`src/rtl/mem_arb_pkg.sv`:
```
// Shared types and defaults for the two-port memory arbiter.
// Defines the response-owner encoding and the address legality check.
package mem_arb_pkg;

  typedef enum logic [1:0] {
    OWN_NONE = 2'd0,
    OWN_IF   = 2'd1,
    OWN_D    = 2'd2
  } owner_e;

  localparam int unsigned DEF_ADDR_W     = 5;
  localparam int unsigned DEF_STARVE_MAX = 4;

  localparam int unsigned GNT_IF = 0;
  localparam int unsigned GNT_D  = 1;

  // Misaligned, or any bit above the memory's word-address range set.
  function automatic logic addr_bad(input logic [31:0] addr, input int unsigned aw);
    return (addr[1:0] != 2'b00) || ((addr >> (aw + 2)) != 32'd0);
  endfunction

endpackage

```
`src/rtl/mem_arb_prio.sv`:
```
// Combinational grant selection for the fetch and data requesters.
// MEM_ARB_RR_EN selects round-robin on conflict; default is data priority with a starvation guard.
module mem_arb_prio
  import mem_arb_pkg::*;
#(
  parameter int unsigned STARVE_MAX = DEF_STARVE_MAX,
  parameter int unsigned CNT_W      = $clog2(STARVE_MAX + 1)
) (
  input  logic             if_req_i,
  input  logic             d_req_i,
`ifdef MEM_ARB_RR_EN
  input  logic             last_d_i,
`else
  input  logic [CNT_W-1:0] starve_cnt_i,
`endif
  output logic [1:0]       gnt_o
);

  always_comb begin
    gnt_o = '0;
    if (if_req_i && d_req_i) begin
`ifdef MEM_ARB_RR_EN
      // The port granted most recently yields the conflict.
      if (last_d_i) gnt_o[GNT_IF] = 1'b1;
      else          gnt_o[GNT_D]  = 1'b1;
`else
      if (starve_cnt_i == CNT_W'(STARVE_MAX)) gnt_o[GNT_IF] = 1'b1;
      else                                    gnt_o[GNT_D]  = 1'b1;
`endif
    end else if (if_req_i) begin
      gnt_o[GNT_IF] = 1'b1;
    end else if (d_req_i) begin
      gnt_o[GNT_D] = 1'b1;
    end
  end

endmodule

```
`src/rtl/mem_arbiter.sv`:
```
// Two-requester (fetch/data) arbiter in front of a single-port, 1-cycle-latency memory.
// Optional macro MEM_ARB_RR_EN switches conflict resolution to round-robin.
module mem_arbiter
  import mem_arb_pkg::*;
#(
  parameter int unsigned ADDR_W     = DEF_ADDR_W,
  parameter int unsigned STARVE_MAX = DEF_STARVE_MAX
) (
  input  logic              clk,
  input  logic              reset,
  input  logic              if_req,
  input  logic [31:0]       if_addr,
  output logic              if_gnt,
  output logic              if_rvalid,
  output logic [31:0]       if_rdata,
  output logic              if_err,
  input  logic              d_req,
  input  logic              d_we,
  input  logic [31:0]       d_addr,
  input  logic [31:0]       d_wdata,
  output logic              d_gnt,
  output logic              d_rvalid,
  output logic [31:0]       d_rdata,
  output logic              d_err,
  output logic              mem_en,
  output logic              mem_we,
  output logic [ADDR_W-1:0] mem_addr,
  output logic [31:0]       mem_wdata,
  input  logic [31:0]       mem_rdata
);

  localparam int unsigned CNT_W = $clog2(STARVE_MAX + 1);

  logic [1:0]  gnt_raw;
  logic        gnt_if, gnt_d, any_gnt, bad;
  logic [31:0] sel_addr;
  owner_e      owner_q, owner_d;
  logic        err_q, err_d;
  logic        wr_q, wr_d;

`ifdef MEM_ARB_RR_EN
  logic last_d_q, last_d_d;
`else
  logic [CNT_W-1:0] cnt_q, cnt_d;
`endif

  mem_arb_prio #(
    .STARVE_MAX (STARVE_MAX),
    .CNT_W      (CNT_W)
  ) u_prio (
    .if_req_i     (if_req),
    .d_req_i      (d_req),
`ifdef MEM_ARB_RR_EN
    .last_d_i     (last_d_q),
`else
    .starve_cnt_i (cnt_q),
`endif
    .gnt_o        (gnt_raw)
  );

  // Grants are suppressed asynchronously while reset is held.
  assign gnt_if  = gnt_raw[GNT_IF] & ~reset;
  assign gnt_d   = gnt_raw[GNT_D] & ~reset;
  assign any_gnt = gnt_if | gnt_d;
  assign if_gnt  = gnt_if;
  assign d_gnt   = gnt_d;

  assign sel_addr  = gnt_d ? d_addr : if_addr;
  assign bad       = addr_bad(sel_addr, ADDR_W);
  assign mem_en    = any_gnt & ~bad;
  assign mem_we    = gnt_d & d_we & ~bad;
  assign mem_addr  = any_gnt ? sel_addr[ADDR_W+1:2] : '0;
  assign mem_wdata = gnt_d ? d_wdata : '0;

  always_comb begin
    owner_d = OWN_NONE;
    if (gnt_d)       owner_d = OWN_D;
    else if (gnt_if) owner_d = OWN_IF;
    err_d = any_gnt & bad;
    wr_d  = gnt_d & d_we;
`ifdef MEM_ARB_RR_EN
    last_d_d = last_d_q;
    if (any_gnt) last_d_d = gnt_d;
`else
    cnt_d = '0;
    if (if_req && !gnt_if) cnt_d = (cnt_q == CNT_W'(STARVE_MAX)) ? cnt_q : cnt_q + 1'b1;
`endif
  end

  always_ff @(posedge clk or posedge reset) begin
    if (reset) begin
      owner_q  <= OWN_NONE;
      err_q    <= 1'b0;
      wr_q     <= 1'b0;
`ifdef MEM_ARB_RR_EN
      last_d_q <= 1'b1;
`else
      cnt_q    <= '0;
`endif
    end else begin
      owner_q  <= owner_d;
      err_q    <= err_d;
      wr_q     <= wr_d;
`ifdef MEM_ARB_RR_EN
      last_d_q <= last_d_d;
`else
      cnt_q    <= cnt_d;
`endif
    end
  end

  // Responses: stores and rejected accesses return zero data.
  assign if_rvalid = (owner_q == OWN_IF);
  assign if_err    = if_rvalid & err_q;
  assign if_rdata  = (if_rvalid && !err_q) ? mem_rdata : '0;
  assign d_rvalid  = (owner_q == OWN_D);
  assign d_err     = d_rvalid & err_q;
  assign d_rdata   = (d_rvalid && !err_q && !wr_q) ? mem_rdata : '0;

endmodule

```
`config.mk`:
```
export PLATFORM = sky130hd
export DESIGN_NAME = mem_arbiter
export DESIGN_NICKNAME = d
export VERILOG_FILES = /design/src/rtl/mem_arb_pkg.sv /design/src/rtl/mem_arb_prio.sv /design/src/rtl/mem_arbiter.sv
export SDC_FILE = /design/constraint.sdc
export NUM_CORES = 1
export LEC_CHECK = 0
export CAP_MARGIN = 10
export CORE_MARGIN = 10
export CORE_UTILIZATION = 20
export DETAILED_ROUTE_END_ITERATION = 8
export PLACE_DENSITY = 0.83
export SYNTH_ARGS = -nofsm -noshare
export SYNTH_HDL_FRONTEND = slang
export SYNTH_SLANG_ARGS = --single-unit
```
`constraint.sdc`:
```
create_clock -name clk -period 2.2 [get_ports clk]
set_clock_uncertainty 0.2 [all_clocks]
set_input_delay 0.22 -clock clk [delete_from_list [all_inputs] [get_ports clk]]
set_output_delay 0.22 -clock clk [all_outputs]
set_load 0.005 [all_outputs]
```
==> results of run 1 <==
[routing by layer]
layer	track usage	part of all wire	vias to the layer above
met5	0	0	-
met4	0.0496	0.012	0
met3	0.0964	0.13	10
met2	0.355	0.55	154
met1	0.153	0.31	975
li1	-	-	1133
[worst reg2reg max path, cell delays in order (launching register included)]
cell and delay (ps):
dfrtp_1 350, inv_2 60, ha_4 170, nand3_4 90
nand3_4 90, inv_4 90, buf_4 120, nor3_4 30
buf_4 120, buf_4 110, nor3_1 140
[layout make-up]
cell class                 instances  area share
antenna                            1    0.000635
clock buffer                       3      0.0105
clock inverter                     1     0.00127
inverter                           4     0.00444
multi-input combinational        161       0.276
sequential                         7      0.0444
tap                               75      0.0238
timing repair buffer             274       0.639
[worst max path at each step]
stage	end	slack, ps	from
finish	mem_wdata[15]	70	cnt_q[0]
global placement	mem_en	-320	d_addr[13]
detailed placement	mem_en	-310	d_addr[0]
CTS	mem_wdata[1]	-20	cnt_q[0]
floorplan	mem_wdata[10]	430	cnt_q[0]
global route	mem_addr[2]	-7	cnt_q[1]
[cell usage in the layout, fill, tap and decap left out, types with 6 or more instances in the layout]
| cell type | instances |
|---|---|
| nand2_1 | 13 |
| and2_1 | 100 |
| buf_4 | 29 |
| clkdlybuf4s15_1 | 6 |
| clkbuf_2 | 14 |
| dlygate4sd2_1 | 79 |
| nor4_1 | 8 |
| clkdlybuf4s50_1 | 137 |
| dfrtp_1 | 7 |
[flip-flops by register name, summed over array words and instances (netlist names)]
name,cells
owner_q,2
err_q,1
wr_q,1
cnt_q,3
[power by group through the flow]
stage          clock network [mW]  registers, mW  logic (mW)
2_1_floorplan                   0          0.144       0.116
3_3_place_gp                    0          0.143       0.548
3_5_place_dp                    0          0.144       0.560
4_1_cts                     0.192          0.143       0.542
5_1_grt                     0.198          0.144       0.588
6_report                    0.187          0.143       0.539
[timing repair]
action                     CTS  global route
buffers inserted             5             5
pin swaps                    1             8
gates cloned                 1             0
setup endpoints to repair  104            23
gates resized for setup    139            33
[cells by family after synthesis]
group	after synthesis
AOI/OAI and AO/OA	14
adders and majority gates	2
buffers and inverters	14
DFF	7
and+or+nand+nor	145
[stage by stage]
step	util	cell area [sq um]	hold WS, ps	total power, mW
after global placement	0.653	3890	370	0.692
after floorplan	-	1240	-198	0.260
after global routing	0.662	3940	179	0.929
after CTS	0.661	3940	147	0.877
final	0.662	3940	149	0.869
after detailed placement	0.653	3890	366	0.704
==> flow_summary.toml, run 1 <==
[critical_path]
rrSetupSlack_ps = 520
cp_common_cell = "nand3_4"
critical_path.top_delay_family = "buffers and inverters"
r2r_start = "cnt_q[0]"
critical_path_class = "reg -> out"
slowest_stage = "dfrtp_1"
critPathBufInv = 5
cp-start-kind = "flop"
cp_num_cells = 9
crit_path_max_fanout = 10
slowest_delay_ps = 380
crit_chain = "inv_2 -> ha_4 -> nand3_4 -> nand3_4 -> inv_4 -> buf_4 -> buf_6 -> and2_1 -> clkdlybuf4s15_1"
worst_ep_arrival_time_ps = 1710
cp-end-kind = "primary output"
r2r_end = "err_q"
rr_worst_depth = 10
worst_ep_required_time_ps = 1780

[synth]
syn_area_sq_um = 1240
synth-simple-area-share = 0.722
syn_nets = 317
synth-compound-area-share = 0.0678
ys.flop_type = "dfrtp_1"
synth_edf_count = 0
yosysTopAreaCell = "and2_1"
yosys.area_share.adder = 0.0202
synthArstFlopShare = 1.00
synth_cells = 182
synth_top_family_by_area = "simple AND/OR/NAND/NOR gates"
ys_seq_area_frac = 0.142
yosys_warnings = 0
muxShareOfSynthArea = 0
avgSynthCellArea_sq_um = 6.79
ys_seq_elements = 7
yosys-top-cells-area = "and2_1 51%, dfrtp_1 14%, nor4_1 6.1%, nand2_1 3.9%, a21oi_1 2.4%"
ys_types = 28
synth_most_common_cell = "and2_1"
yosysTopAreaCellShare = 0.506
synth_xor_area_frac = 0
yosys-top-cells-count = "100 x and2_1, 13 x nand2_1, 12 x nor4_1"

[die]
fp.dieW_um = 98.6
pin_count = 242
initial_utilization = 0.208
die_y_um = 98.6
core-area_sq_um = 5960
die-area_sq_um = 9730
rows = 28

[timing]
final.setup.tns_ps = 0
drv_slew = 0
final_hold_viol_count = 0
tightest_slew_ps = 248
finalSetupViolations = 0
rsz0062_at_grt = "yes"
period_minus_slack_ps = 2130
fmax_mhz = 469
period_share = 0.970
fin_ws_ps = 66.0
relSlewSlack = 0.833

[power_and_ir_drop]
power.internal_mw = 0.634
peakVddDrop_uv = 138
leakage_nw = 2.00
power_frac_comb = 0.621
seq_power_share = 0.164
p_per_area_nw_per_um2 = 220
p_sw_mw = 0.235
pwr-share-clk = 0.215
swShare = 0.270

[job]
cap_violations = 0

[cells_and_area]
fillers = 572
stdcell_count = 526
multi_input_area_sq_um = 1090
area_delta_synth_final_pct = 219
nets = 586
register_area_sq_um = 175
final_layout_size_suffix_gt1_frac = 0.167

[global_route]
antenna_found_initial = 1
grt_overflow = 0
track_usage = 0.181
grt_max_degree = 29
grt_pass1_wl_um = 14200
grt_pass1_vias = 2503

[place]
hpwlAfterDp_um = 8520
gp_congestion = 0.827
place_inst = 510
port_buffers = 241
post-place-ws_ps = -306

[clock_network]
cts_tree = "done"
cts_num_sinks = 7
clk_pin_slew_ps = 40
hold_buffers = 0
clk_latency_ps = 230
cts_root_buf = "clkbuf_8"
htree_levels = 1
cts_buffers = 3
cts_buffer_depth = 2

[detailed_routing]
route.detailed.drc = 0
drtIter0Drc = 17
ant_nets = 0
route.vias.total = 2272
drt-pass1-iter-count = 4
routed_wl_um = 9430
wl_per_cell_um = 17.9
viasPerCell = 4.32

[worst_hold_path]
min_path_type = "in -> async"

[run_status]
outcome = "complete, no violations"
Power figures use the tool's default switching activity.
==> run 2: changes to the inputs <==
--- a/config.mk
+++ b/config.mk
@@ -8,6 +8,7 @@
 export CAP_MARGIN = 10
 export CORE_MARGIN = 10
 export CORE_UTILIZATION = 20
+export CTS_CLUSTER_DIAMETER = 120
 export DETAILED_ROUTE_END_ITERATION = 8
 export PLACE_DENSITY = 0.83
 export SYNTH_ARGS = -nofsm -noshare
==> constraint.sdc (replaced) <==
create_clock -name clk -period 2.3 [get_ports clk]
set_clock_uncertainty 0.2 [all_clocks]
set_input_delay 0.23 -clock clk [delete_from_list [all_inputs] [get_ports clk]]
set_output_delay 0.23 -clock clk [all_outputs]
set_load 0.005 [all_outputs]
==> run 2 against run 1 <==
  * Sequential power shrank 4%
  * Hold slack gained 16 ps
  * Core utilization grew 3.2 points
  * Sequential cell count is the same
  * Total power shrank 2.1%
  * Register-to-register slack gained 100 ps
  * First-iteration DRC count grew 12%
  * Die area is the same
  * Sequential share of layout area shrank 0.20 points
  * Largest cell class unchanged
  * Via count grew 1.5%
  * Critical path depth shrank 3
  * Critical path type unchanged
  * Critical endpoint is now d_rdata[8]
  * Largest power group unchanged
  * Combinational power is essentially flat
==> flow_summary.toml, run 2 (synthesis gave the netlist of run 1 again) <==
[cells_and_area]
antenna_cells = 0
final_common_cell = "clkdlybuf4s50_1"
nets = 587
top_regs = "cnt_q (3), owner_q (2)"
final_cell_area_sq_um = 4130
post-route-util = 0.694
top_register = "cnt_q"
final_cell_mix = "154 x clkdlybuf4s50_1, 100 x and2_1, 47 x dlygate4sd2_1"
final_layout_size_suffix_gt1_frac = 0.122
largest_register_ffs = 3
stdcell_count = 526
fillers = 515
multi_input_area_sq_um = 1060
register_area_sq_um = 175
area_delta_synth_final_pct = 234

[timing]
drv_slew = 0
rsz0062_at_grt = "yes"
tightest_slew_ps = 269
fmax_mhz = 441
period_minus_slack_ps = 2270
relSlewSlack = 0.819
period_share = 0.986
finalSetupViolations = 0
final_hold_viol_count = 0

[clock_network]
clk_latency_ps = 230
clk_pin_slew_ps = 40
cts_tree = "done"
cts_buffer_depth = 2
cts_root_buf = "clkbuf_8"
htree_levels = 1
cts_buffers = 3
cts_num_sinks = 7
hold_buffers = 0

[global_route]
antenna_found_initial = 0
track_usage = 0.178
grt_pass1_vias = 2432
grt_pass1_wl_um = 13900
grt_overflow = 0
grt_max_degree = 24

[critical_path]
worst_ep_arrival_time_ps = 1840
worst_ep_required_time_ps = 1870
crit_chain = "nor2b_4 -> nor3b_4 -> buf_4 -> buf_4 -> and2_1 -> clkdlybuf4s50_1"
cp_common_cell = "buf_4"
critical_path_class = "reg -> out"
slowest_stage = "clkdlybuf4s50_1"
crit_path_max_fanout = 4
critical_path.top_delay_family = "buffers and inverters"
cp-end-kind = "primary output"
critPathBufInv = 3
cp-start-kind = "flop"
slowest_delay_ps = 500

[detailed_routing]
drtIter0Drc = 19
drt-pass1-iter-count = 4
route.detailed.drc = 0
routed_wl_um = 9610
wl_per_cell_um = 18.3
ant_nets = 0
viasPerCell = 4.38
route.vias.total = 2305

[die]
initial_utilization = 0.208
die-area_sq_um = 9730
die_y_um = 98.6
core-area_sq_um = 5960
pin_count = 242
rows = 28
fp.dieW_um = 98.6

[job]
cap_violations = 0

[power_and_ir_drop]
peakVddDrop_uv = 140
p_per_area_nw_per_um2 = 206
leakage_nw = 2.41

[place]
place_inst = 508
dpl_cell_area_sq_um = 3860
hpwlAfterDp_um = 8450
port_buffers = 241
gp_congestion = 0.829

[worst_hold_path]
min_path_type = "in -> async"

[run_status]
outcome = "complete, no violations"
-- run 2: cell count changes in the layout (fill, tap and decap cells not counted), sizes merged --
cell           previous run  this run
buf                      37        36
clkbuf                   17         4
clkdlybuf4s15             6         4
clkdlybuf4s50           137       154
clkinv                    1         0
diode                     1         0
dlygate4sd2              79        47
dlymetal6s2s              0        33
-- run 2: final timing paths --
| path | start | to | slack, ps | cells past startpoint |
|---|---|---|---|---|
| min in group clk | cnt_q[2] | cnt_q[2] | 400 | 1 |
| setup / recovery | owner_q[0] | d_rdata[8] | 30 | 6 |
| hold reg to reg | cnt_q[2] | cnt_q[2] | 400 | 1 |
| hold / removal | reset | cnt_q[2] | 160 | 3 |
| max in group asynchronous | reset | owner_q[0] | 1600 | 3 |
| setup reg to reg | cnt_q[0] | err_q | 620 | 9 |
-- run 2: metrics by stage --
stage	worst slack, ps	setup TNS [ps]	hold WS [ps]	power (mW)
after global placement	-242	-617	358	0.658
after floorplan	520	0	-188	0.249
after detailed placement	-272	-529	359	0.667
final	31.8	0	164	0.850
after CTS	-166	-265	164	0.845
after global routing	-48.9	-100	183	0.909
-- run 2: layout make-up --
type,instances,area share
Timing Repair Buffer,275,0.663
Sequential cell,7,0.0424
Clock buffer,4,0.0109
Inverter,4,0.00485
Tap cell,75,0.0227
Multi-Input combinational cell,161,0.256
-- run 2: worst reg2reg max path: cells and delay by family (launching register included) --
kind	cells	cell delay, ps
buffers and inverters	4	380
adders and majority gates	1	140
and+or+nand+nor	4	450
DFF	1	380
-- run 2: routing by layer --
metal / vias up / share of wire / GRT usage
met5: - / 0 / 0
met4: 0 / 0.0083 / 0.0397
met3: 5 / 0.12 / 0.0901
met2: 147 / 0.55 / 0.355
met1: 1012 / 0.32 / 0.153
li1: 1141 / - / -
-- run 2: power breakdown --
part / total, mW / internal, mW / leakage [nW] / switching, mW
clock network: 0.177 / 0.120 / 0.0228 / 0.0570
registers: 0.137 / 0.131 / 0.0915 / 0.00623
logic: 0.536 / 0.378 / 2.30 / 0.158
total: 0.850 / 0.629 / 2.41 / 0.222
-- run 2: timing repair --
| item | in CTS | in global routing |
|---|---|---|
| resized for setup | 77 | 49 |
| gates cloned | 2 | 2 |
| pin swaps | 3 | 1 |
| setup buffers | 3 | 7 |
| setup endpoints to repair | 71 | 49 |
==> run 3: changes to the inputs <==
--- a/config.mk
+++ b/config.mk
@@ -7,10 +7,11 @@
 export LEC_CHECK = 0
 export CAP_MARGIN = 10
 export CORE_MARGIN = 10
-export CORE_UTILIZATION = 20
+export CORE_UTILIZATION = 18
 export CTS_CLUSTER_DIAMETER = 120
 export DETAILED_ROUTE_END_ITERATION = 8
-export PLACE_DENSITY = 0.83
+export PLACE_DENSITY = 0.79
+export REMOVE_ABC_BUFFERS = 1
 export SYNTH_ARGS = -nofsm -noshare
 export SYNTH_HDL_FRONTEND = slang
 export SYNTH_SLANG_ARGS = --single-unit
==> constraint.sdc (replaced) <==
create_clock -name clk -period 1.9 [get_ports clk]
set_clock_uncertainty 0.2 [all_clocks]
set_input_delay 0.19 -clock clk [delete_from_list [all_inputs] [get_ports clk]]
set_output_delay 0.19 -clock clk [all_outputs]
set_load 0.005 [all_outputs]
==> run 3 against run 2 <==
  * First-iteration DRC count is 16% higher
  * Critical path type unchanged
  * Sequential cell count did not move
  * Clock power up 19%
  * Largest power group unchanged
  * Critical endpoint is now if_rdata[17]
  * The run now ends with setup timing left
  * Worst setup slack lost 210 ps
==> flow_summary.toml, run 3 (synthesis gave the netlist of run 1 again) <==
[run_status]
outcome = "complete, but fails checks"
violations = "setup timing"

[timing]
fin_ws_ps = -177
relSlewSlack = 0.818
final.setup.tns_ps = -4810
tightest_slew_ps = 271
rsz0062_at_grt = "yes"
final_hold_viol_count = 0
finalSetupViolations = 73
period_share = 1.09
drv_slew = 0
whs_ps = 223
fmax_mhz = 481
period_minus_slack_ps = 2080

[job]
cap_violations = 0

[critical_path]
crit_path_max_fanout = 7
cp-start-kind = "flop"
slowest_stage = "dfrtp_1"
worst_ep_arrival_time_ps = 1690
cp-end-kind = "primary output"
slowest_delay_ps = 390
worst_ep_required_time_ps = 1510
crit_chain = "and2b_1 -> and2b_2 -> buf_12 -> buf_16 -> buf_6 -> and2_1 -> buf_2"
critical_path_class = "reg -> out"

[place]
gp_congestion = 0.748
port_buffers = 241
hpwlAfterDp_um = 8570

[detailed_routing]
drt-pass1-iter-count = 4
viasPerCell = 4.47
wl_per_cell_um = 20.2
ant_nets = 0
route.detailed.drc = 0
routed_wl_um = 11100
route.vias.total = 2459
drtIter0Drc = 22

[cells_and_area]
final_layout_size_suffix_gt1_frac = 0.557
area_delta_synth_final_pct = 273
nets = 605
largest_register_ffs = 3
top_register = "cnt_q"
final_common_cell = "clkdlybuf4s50_1"
post-route-util = 0.687
final_cell_mix = "132 x clkdlybuf4s50_1, 96 x buf_6, 80 x and2_4"
top_regs = "cnt_q (3), owner_q (2)"

[die]
initial_utilization = 0.184
rows = 30
fp.dieW_um = 103
die_y_um = 103
pin_count = 242
core-area_sq_um = 6720
die-area_sq_um = 10600

[power_and_ir_drop]
power_mw = 1.19
p_per_area_nw_per_um2 = 259
leakage_nw = 2.17
peakVddDrop_uv = 165

[global_route]
grt_pass1_wl_um = 14500
grt_overflow = 0
grt_pass1_vias = 2616
track_usage = 0.178
antenna_found_initial = 1
grt_max_degree = 17

[clock_network]
clk_pin_slew_ps = 40
hold_buffers = 0
cts_root_buf = "clkbuf_8"
cts_num_sinks = 7
cts_buffer_depth = 2
cts_buffers = 3
htree_levels = 1
clk_latency_ps = 230
cts_tree = "done"

[worst_hold_path]
min_path_type = "in -> async"
[run 3: critical path, delay by kind of cell, from the launching register on]
kind	cells	cell delay (ps)
and+or+nand+nor	3	540
buffers and inverters	4	520
DFF	1	390
[run 3: area by class of cell]
cell class              instances  area (sq um)
multi-input cells             161          1290
inverters                       4          20.0
fillers                       493          2110
well taps                      80           100
repair buffers                293          2980
diodes                          1          2.50
clock buffers                   4          45.0
flip-flops and latches          7           175
[run 3: layer usage]
| layer | global-route usage | share of wire |
|---|---|---|
| met2 | 0.361 | 0.54 |
| met1 | 0.140 | 0.30 |
| met4 | 0.0513 | 0.014 |
| met3 | 0.0945 | 0.15 |
| met5 | 0 | 0 |
[run 3: worst paths after layout]
| check | from | to | slack [ps] | depth (start not counted) |
|---|---|---|---|---|
| min | reset | cnt_q[2] | 220 | 4 |
| max | owner_q[0] | if_rdata[17] | -180 | 7 |
| max in group asynchronous | reset | owner_q[0] | 1150 | 4 |
| max reg2reg | cnt_q[1] | err_q | 300 | 9 |
| min in group clk | cnt_q[2] | cnt_q[2] | 460 | 2 |
| min reg2reg | cnt_q[2] | cnt_q[2] | 460 | 2 |
[run 3: metrics by stage]
stage | instances | cell area, sq um | setup slack (ps)
2_1_floorplan | 172 | 1190 | -89.9
3_3_place_gp | 514 | 3900 | -500
3_5_place_dp | 514 | 3900 | -526
4_1_cts | 549 | 4220 | -189
5_1_grt | 550 | 4610 | -236
6_report | 550 | 4610 | -177
[run 3: timing repair]
action                                  CTS  global route
endpoints found under the setup margin  106           105
gates cloned                              7             1
resized for setup                       527           105
setup buffers                            25             3
pin swaps                                54            29
[run 3: where the power goes]
group	switching, mW	internal (mW)
logic	0.249	0.568
registers	0.00660	0.159
clock network	0.0663	0.145
total	0.322	0.872
